===== src/rtl/cpu_isa_pkg.sv =====
// Shared ISA constants for the multi-cycle core:
// opcodes, ALU codes, FSM states and PC source select.
package cpu_isa_pkg;

   localparam logic [5:0] OP_ADD  = 6'b000000;
   localparam logic [5:0] OP_SUB  = 6'b000001;
   localparam logic [5:0] OP_SLT  = 6'b000010;
   localparam logic [5:0] OP_AND  = 6'b000011;
   localparam logic [5:0] OP_NOR  = 6'b000100;
   localparam logic [5:0] OP_OR   = 6'b000101;
   localparam logic [5:0] OP_XOR  = 6'b000110;
   localparam logic [5:0] OP_SLLV = 6'b000111;
   localparam logic [5:0] OP_SRAV = 6'b001000;
   localparam logic [5:0] OP_SRLV = 6'b001001;
   localparam logic [5:0] OP_ADDI = 6'b010000;
   localparam logic [5:0] OP_SUBI = 6'b010001;
   localparam logic [5:0] OP_SLTI = 6'b010010;
   localparam logic [5:0] OP_ANDI = 6'b010011;
   localparam logic [5:0] OP_LUI  = 6'b010100;
   localparam logic [5:0] OP_NORI = 6'b010101;
   localparam logic [5:0] OP_ORI  = 6'b010110;
   localparam logic [5:0] OP_XORI = 6'b010111;
   localparam logic [5:0] OP_LW   = 6'b100000;
   localparam logic [5:0] OP_SW   = 6'b100001;
   localparam logic [5:0] OP_BEQ  = 6'b110000;
   localparam logic [5:0] OP_BNE  = 6'b110001;
   localparam logic [5:0] OP_J    = 6'b111000;
   localparam logic [5:0] OP_HALT = 6'b111111;

   localparam logic [3:0] ALU_ADD = 4'b0000;
   localparam logic [3:0] ALU_SUB = 4'b0001;
   localparam logic [3:0] ALU_SLT = 4'b0010;
   localparam logic [3:0] ALU_AND = 4'b0011;
   localparam logic [3:0] ALU_OR  = 4'b0100;
   localparam logic [3:0] ALU_XOR = 4'b0101;
   localparam logic [3:0] ALU_NOR = 4'b0110;
   localparam logic [3:0] ALU_LUI = 4'b0111;
   localparam logic [3:0] ALU_SLL = 4'b1000;
   localparam logic [3:0] ALU_SRA = 4'b1001;
   localparam logic [3:0] ALU_SRL = 4'b1010;

   localparam logic [1:0] PC_SEQ = 2'b00;
   localparam logic [1:0] PC_BR  = 2'b01;
   localparam logic [1:0] PC_JMP = 2'b10;

   typedef enum logic [2:0] {
      S_IF   = 3'd0,
      S_ID   = 3'd1,
      S_EXE  = 3'd2,
      S_MEM  = 3'd3,
      S_WB   = 3'd4,
      S_HALT = 3'd5
   } state_t;

   typedef enum logic [2:0] {
      C_ALUR, C_ALUI, C_LW, C_SW,
      C_BR, C_J, C_HALT, C_ILL
   } cls_t;

endpackage


===== src/rtl/cu_decode.sv =====
// Static field decoder: latched opcode to ALU controls,
// operand/extension selects and instruction class.
module cu_decode
   import cpu_isa_pkg::*;
#(
   parameter int OP_W = 6
) (
   input  logic [OP_W-1:0] opQ,
   output logic [3:0]      aluOp,
   output logic            aluSrcB,
   output logic            extSel,
   output logic            regOut,
   output cls_t            cls
);

   logic [5:0] opc;
   assign opc = 6'(opQ);

   always_comb begin
      aluOp   = ALU_ADD;
      aluSrcB = 1'b0;
      extSel  = 1'b0;
      regOut  = 1'b0;
      cls     = C_ILL;
      unique case (1'b1)
         (opc == OP_ADD):  begin cls = C_ALUR; aluOp = ALU_ADD; end
         (opc == OP_SUB):  begin cls = C_ALUR; aluOp = ALU_SUB; end
         (opc == OP_SLT):  begin cls = C_ALUR; aluOp = ALU_SLT; end
         (opc == OP_AND):  begin cls = C_ALUR; aluOp = ALU_AND; end
         (opc == OP_NOR):  begin cls = C_ALUR; aluOp = ALU_NOR; end
         (opc == OP_OR):   begin cls = C_ALUR; aluOp = ALU_OR;  end
         (opc == OP_XOR):  begin cls = C_ALUR; aluOp = ALU_XOR; end
         (opc == OP_SLLV): begin cls = C_ALUR; aluOp = ALU_SLL; end
         (opc == OP_SRAV): begin cls = C_ALUR; aluOp = ALU_SRA; end
         (opc == OP_SRLV): begin cls = C_ALUR; aluOp = ALU_SRL; end
         (opc == OP_ADDI): begin cls = C_ALUI; aluOp = ALU_ADD; extSel = 1'b1; end
         (opc == OP_SUBI): begin cls = C_ALUI; aluOp = ALU_SUB; extSel = 1'b1; end
         (opc == OP_SLTI): begin cls = C_ALUI; aluOp = ALU_SLT; extSel = 1'b1; end
         (opc == OP_ANDI): begin cls = C_ALUI; aluOp = ALU_AND; end
         (opc == OP_LUI):  begin cls = C_ALUI; aluOp = ALU_LUI; end
         (opc == OP_NORI): begin cls = C_ALUI; aluOp = ALU_NOR; end
         (opc == OP_ORI):  begin cls = C_ALUI; aluOp = ALU_OR;  end
         (opc == OP_XORI): begin cls = C_ALUI; aluOp = ALU_XOR; end
         (opc == OP_LW):   begin cls = C_LW; extSel = 1'b1; end
         (opc == OP_SW):   begin cls = C_SW; extSel = 1'b1; end
         (opc == OP_BEQ):  begin cls = C_BR; aluOp = ALU_SUB; extSel = 1'b1; end
         (opc == OP_BNE):  begin cls = C_BR; aluOp = ALU_SUB; extSel = 1'b1; end
         (opc == OP_J):    cls = C_J;
         (opc == OP_HALT): cls = C_HALT;
         default:          cls = C_ILL;
      endcase
      aluSrcB = (cls == C_ALUI) || (cls == C_LW) || (cls == C_SW);
      regOut  = (cls == C_ALUR);
   end

endmodule


===== src/rtl/multi_cycle_control_unit.sv =====
// Multi-cycle control FSM: IF/ID/EXE/MEM/WB/HALT sequencing
// with combinational strobes from state and latched opcode.
module multi_cycle_control_unit
   import cpu_isa_pkg::*;
#(
   parameter int OP_W    = 6,
   parameter int ALUOP_W = 4,
   parameter int STATE_W = 3
) (
   input  logic               CLK,
   input  logic               Reset,
   input  logic [OP_W-1:0]    op,
   input  logic               zero,
   input  logic               mem_ready,
   output logic               PCWre,
   output logic [1:0]         PCSrc,
   output logic               IRWre,
   output logic               InsMemRW,
   output logic               ExtSel,
   output logic               ALUSrcB,
   output logic [ALUOP_W-1:0] ALUOp,
   output logic               DataMemRW,
   output logic               DataMemEn,
   output logic               ALUM2Reg,
   output logic               RegWre,
   output logic               RegOut,
   output logic               illegal,
   output logic               halted,
   output logic [STATE_W-1:0] state_o
);

   state_t          state, nxt;
   logic [OP_W-1:0] opQ;
   logic [3:0]      decAluOp;
   logic            decSrcB, decExt, decRegOut;
   cls_t            cls;
   logic            take;

   cu_decode #(.OP_W(OP_W)) uDecode (
      .opQ    (opQ),
      .aluOp  (decAluOp),
      .aluSrcB(decSrcB),
      .extSel (decExt),
      .regOut (decRegOut),
      .cls    (cls)
   );

   assign take = (6'(opQ) == OP_BNE) ? !zero : zero;

   always_ff @(posedge CLK or posedge Reset) begin
      if (Reset) begin
         state <= S_IF;
         opQ   <= '0;
      end else begin
         state <= nxt;
         if (state == S_IF) opQ <= op;
      end
   end

   always_comb begin
      nxt       = state;
      PCWre     = 1'b0;
      PCSrc     = PC_SEQ;
      IRWre     = 1'b0;
      InsMemRW  = 1'b0;
      ExtSel    = 1'b0;
      ALUSrcB   = 1'b0;
      ALUOp     = '0;
      DataMemRW = 1'b0;
      DataMemEn = 1'b0;
      ALUM2Reg  = 1'b0;
      RegWre    = 1'b0;
      RegOut    = 1'b0;
      illegal   = 1'b0;
      halted    = 1'b0;
      unique case (state)
         S_IF: begin
            IRWre    = 1'b1;
            InsMemRW = 1'b1;
            nxt      = S_ID;
         end
         S_ID: begin
            nxt = S_EXE;
            if (cls == C_J) begin
               PCWre = 1'b1;
               PCSrc = PC_JMP;
               nxt   = S_IF;
            end else if (cls == C_HALT) begin
               nxt = S_HALT;
            end else if (cls == C_ILL) begin
               illegal = 1'b1;
               PCWre   = 1'b1;
               nxt     = S_IF;
            end
         end
         S_EXE: begin
            ALUSrcB = decSrcB;
            ExtSel  = decExt;
            ALUOp   = ALUOP_W'(decAluOp);
            if (cls == C_BR) begin
               PCWre = 1'b1;
               PCSrc = take ? PC_BR : PC_SEQ;
               nxt   = S_IF;
            end else if (cls == C_LW || cls == C_SW) begin
               nxt = S_MEM;
            end else begin
               nxt = S_WB;
            end
         end
         S_MEM: begin
            DataMemEn = 1'b1;
            DataMemRW = (cls == C_SW);
            if (mem_ready) begin
               if (cls == C_SW) begin
                  PCWre = 1'b1;
                  nxt   = S_IF;
               end else begin
                  nxt = S_WB;
               end
            end
         end
         S_WB: begin
            RegWre   = 1'b1;
            PCWre    = 1'b1;
            ALUM2Reg = (cls == C_LW);
            RegOut   = decRegOut;
            nxt      = S_IF;
         end
         S_HALT: halted = 1'b1;
         default: nxt = S_IF;
      endcase
      // Reset dominates every strobe, including the IF fetch strobes
      if (Reset) begin
         nxt      = S_IF;
         PCWre    = 1'b0;
         PCSrc    = PC_SEQ;
         IRWre    = 1'b0;
         InsMemRW = 1'b0;
         ExtSel   = 1'b0;
         ALUSrcB  = 1'b0;
         ALUOp    = '0;
         DataMemRW = 1'b0;
         DataMemEn = 1'b0;
         ALUM2Reg = 1'b0;
         RegWre   = 1'b0;
         RegOut   = 1'b0;
         illegal  = 1'b0;
         halted   = 1'b0;
      end
   end

   assign state_o = STATE_W'(state);

endmodule


===== config.mk =====
export PLATFORM = sky130hd
export DESIGN_NAME = multi_cycle_control_unit
export DESIGN_NICKNAME = d
export VERILOG_FILES = /design/src/rtl/cpu_isa_pkg.sv /design/src/rtl/cu_decode.sv /design/src/rtl/multi_cycle_control_unit.sv
export SDC_FILE = /design/constraint.sdc
export NUM_CORES = 1
export LEC_CHECK = 0
export CAP_MARGIN = 10
export CORE_ASPECT_RATIO = 1.5
export CORE_MARGIN = 4
export CORE_UTILIZATION = 25
export CTS_CLUSTER_DIAMETER = 60
export DETAILED_ROUTE_END_ITERATION = 10
export HOLD_SLACK_MARGIN = 0.06
export SLEW_MARGIN = 20
export SYNTH_ARGS = -nofsm -noshare
export SYNTH_HDL_FRONTEND = slang
export SYNTH_SLANG_ARGS = --single-unit

===== constraint.sdc =====
create_clock -name CLK -period 4 [get_ports CLK]
set_input_delay 1 -clock CLK [delete_from_list [all_inputs] [get_ports CLK]]
set_output_delay 1 -clock CLK [all_outputs]
set_load 0.01 [all_outputs]

==> results.toml <==
[floorplanning]
start_util = 0.2576
core_area_mm2 = 0.003682
die-width_um = 58.29
io_pins = 31
rows = 27
die-area_mm2 = 0.004863
die_h_um = 83.44

[setup_path]
worstSetupPathType = "input port to output pin"
critPathMostFrequentCell = "clkdlybuf4s50_1"
crit_chain = "clkdlybuf4s50_1, or3b_4, buf_4, nor2_1, o21ai_0, a21oi_1, clkdlybuf4s50_1"
critPathCaptureType = "output pin"
path_buf_inv = 3
max_stage_delay_ns = 0.55
crit_family = "buffers and inverters"
start_kind = "input port"
crit_slowest_cell = "clkdlybuf4s50_1"
cp_max_fo = 3
required_ns = 3.00
arrival_ns = 2.88

[placed_design]
place_congestion = 0.8430
dp.cells = 186
portBuffers = 30
place_area_mm2 = 0.001266
hpwl_mm = 2.056

[layout]
utilization = 0.3558
fillers = 384
drive_gt1_frac = 0.1565
stdcell_count = 190
antenna_cells = 0
nets = 158
fin_area_mm2 = 0.001310
area_growth_pct = 38.13

[timing]
rsz0062_at_grt = "false"
setup_viol = 0
worst_pin_slew_ns = 0.6407
drv_slew = 0
clock-skew-final_ns = 0.004338
fin_setup_tns_ns = 0
max_clock_freq_mhz = 257.6
fin_crit_sh = 0.9704
slew_headroom = 0.5729
finalHoldViolCount = 0
post-route-min-period_ns = 3.882

[clock_tree]
post_cts_buffers = 0
cts.path.max_buffers = 2
cts_tree = "yes"
cts.sinks = 9
hold_buffers = 0
clk-insertion-delay-late_ns = 0.23
htreeDepth = 1
cts_buffers = 3
cts_root_buf = "clkbuf_8"
clk_pin_slew_ns = 0.05

[drt]
initialDrtViolationCount = 19
drt_wl_total_mm = 2.611
viasPerCell = 5.200
dr.pass1.iters = 4
drc = 0
ant_nets = 0
via_count = 988
post_drt_wl_per_cell_um = 13.74

[power_and_ir_drop]
power_frac_seq = 0.339
p_sw_w = 0.0003832
clock_power_share = 0.132
vdd_drop_max_uv = 245.3
p_int_w = 0.0004211
switching_share = 0.4764
p_leak_nw = 0.4983
power_density_mw_per_mm2 = 614.0
combPwrFrac = 0.529

[run]
maxCapViolCount = 0

[grt]
gr-total-overflow = 0
grt_pass1_wl_mm = 4.402
grt_pass1_vias = 1017
grt_util_all_layers = 0.1112
antenna_found_initial = 0
grt_max_degree = 22

[yosys]
synth-seq-area-share = 0.2375
synthTopCellsByArea = "dfrtp_1 24%, mux2_2 5.9%, o21ai_0 4.7%, nor3_1 4.2%, nor2_1 4.0%"
synth_top_area_frac = 0.2375
synthArstFlopShare = 1.000
ys.flop_type = "dfrtp_1"
synth-seq-cells = 9
synth_edf_count = 0
synth_area_leader_cell = "dfrtp_1"
synthCells = 123
syn-num-nets = 133
synth_warnings = 0
synthDistinctLibCells = 43
syn-cell-area_um2 = 948.4
syn_avg_cell_area_um2 = 7.711

[hold_path]
hp-class = "flop to flop"

[status]
outcome = "complete, no violations"
cell type report:
type	count	area [um2]	area share
inverters	4	15.01	0.01146
flip-flops and latches	9	225.2	0.1719
repair buffers	35	336.6	0.2569
well taps	43	53.80	0.04107
clock buffers	4	45.04	0.03438
multi-input cells	95	634.4	0.4842
cell usage after synthesis (all sizes together), types with 2 or more instances:
cell type	instances
or2	3
a21oi	5
or3b	2
nand4	2
nor2	11
inv	4
mux2	5
xnor2	2
a2111oi	2
clkbuf	5
buf	10
a21boi	2
nand2b	5
nor2b	3
nand3b	4
a31o	2
o21ai	9
dfrtp	9
nor4	4
and3	3
nor3	8
or3	2
nand2	9
metrics by stage:
| step | power, W | setup WS [ns] | hold slack (ns) |
|---|---|---|---|
| 6_report | 0.0008043 | 0.1183 | 0.6764 |
| 5_1_grt | 0.0008754 | 0.02286 | 0.7047 |
| 4_1_cts | 0.0008097 | 0.08623 | 0.6773 |
| 3_5_place_dp | 0.0007007 | -0.08126 | 0.6680 |
| 3_3_place_gp | 0.0006925 | -0.08789 | 0.6639 |
| 2_1_floorplan | 0.0005842 | 0.7008 | 0.6259 |
flip-flops by register name, indices dropped and copies added, names as in the netlist:
register  count
opQ           6
state_o       3
metal layers:
layer | wire length, um | track usage | vias up
met5 | 0 | 0 | -
met4 | 70 | 0.05696 | 0
met3 | 128 | 0.02333 | 6
met2 | 1406 | 0.1953 | 25
met1 | 1006 | 0.1195 | 472
li1 | - | - | 485
worst min-delay path: stages (launching register included):
cell,delay [ns]
dfrtp_1,0.34
buf_4,0.19
a221oi_1,0.10
worst paths after layout:
path	startpoint	end	slack, ns	depth (start not counted)
worst max-delay path	Reset	ALUOp[0]	0.12	7
worst min register to register	state_o[2]	state_o[0]	0.68	2
worst max register to register	state_o[0]	opQ[3]	2.31	3
min in group asynchronous	Reset	state_o[2]	1.27	4
worst min-delay path	state_o[2]	state_o[0]	0.68	2
max in group asynchronous	Reset	opQ[3]	2.58	4
power by group through the flow:
stage	registers, W	logic (W)	clock network (W)
CTS	0.000269	0.000431	0.000110
detailed placement	0.000271	0.000430	0
global placement	0.000269	0.000424	0
floorplan	0.000152	0.000432	0
global route	0.000285	0.000476	0.000115
finish	0.000273	0.000425	0.000106
cells by family (layout without fill, tap and decap cells):
group | after synthesis | in the layout | synth area share
and+or+nand+nor | 59 | 59 | 0.3562
AOI/OAI and AO/OA | 27 | 27 | 0.2150
buffers and inverters | 19 | 43 | 0.09366
DFF | 9 | 9 | 0.2375
muxes | 6 | 6 | 0.06992
xor gates and xnor gates | 3 | 3 | 0.02771
cell usage in the layout (no fill, tap or decap), drive strengths merged, types with 2 or more instances in the layout:
cell type / n
dlygate4sd2: 3
and3: 3
o21ai: 9
nor2: 11
a21boi: 2
clkdlybuf4s50: 26
clkbuf: 4
or3b: 2
or3: 2
nand2b: 5
or2: 3
nor2b: 3
a31o: 2
mux2: 5
xnor2: 2
nand2: 9
nor4: 4
buf: 5
a21oi: 5
nor3: 8
inv: 4
nand4: 2
dfrtp: 9
a2111oi: 2
nand3b: 4
timing repair:
| item | 4_1_cts | 5_1_grt |
|---|---|---|
| gates resized for setup | 3 | 1 |
| endpoints found under the setup margin | 3 | 1 |
| pin swaps | 0 | 0 |
No activity file was read; power rests on OpenSTA's default activity.
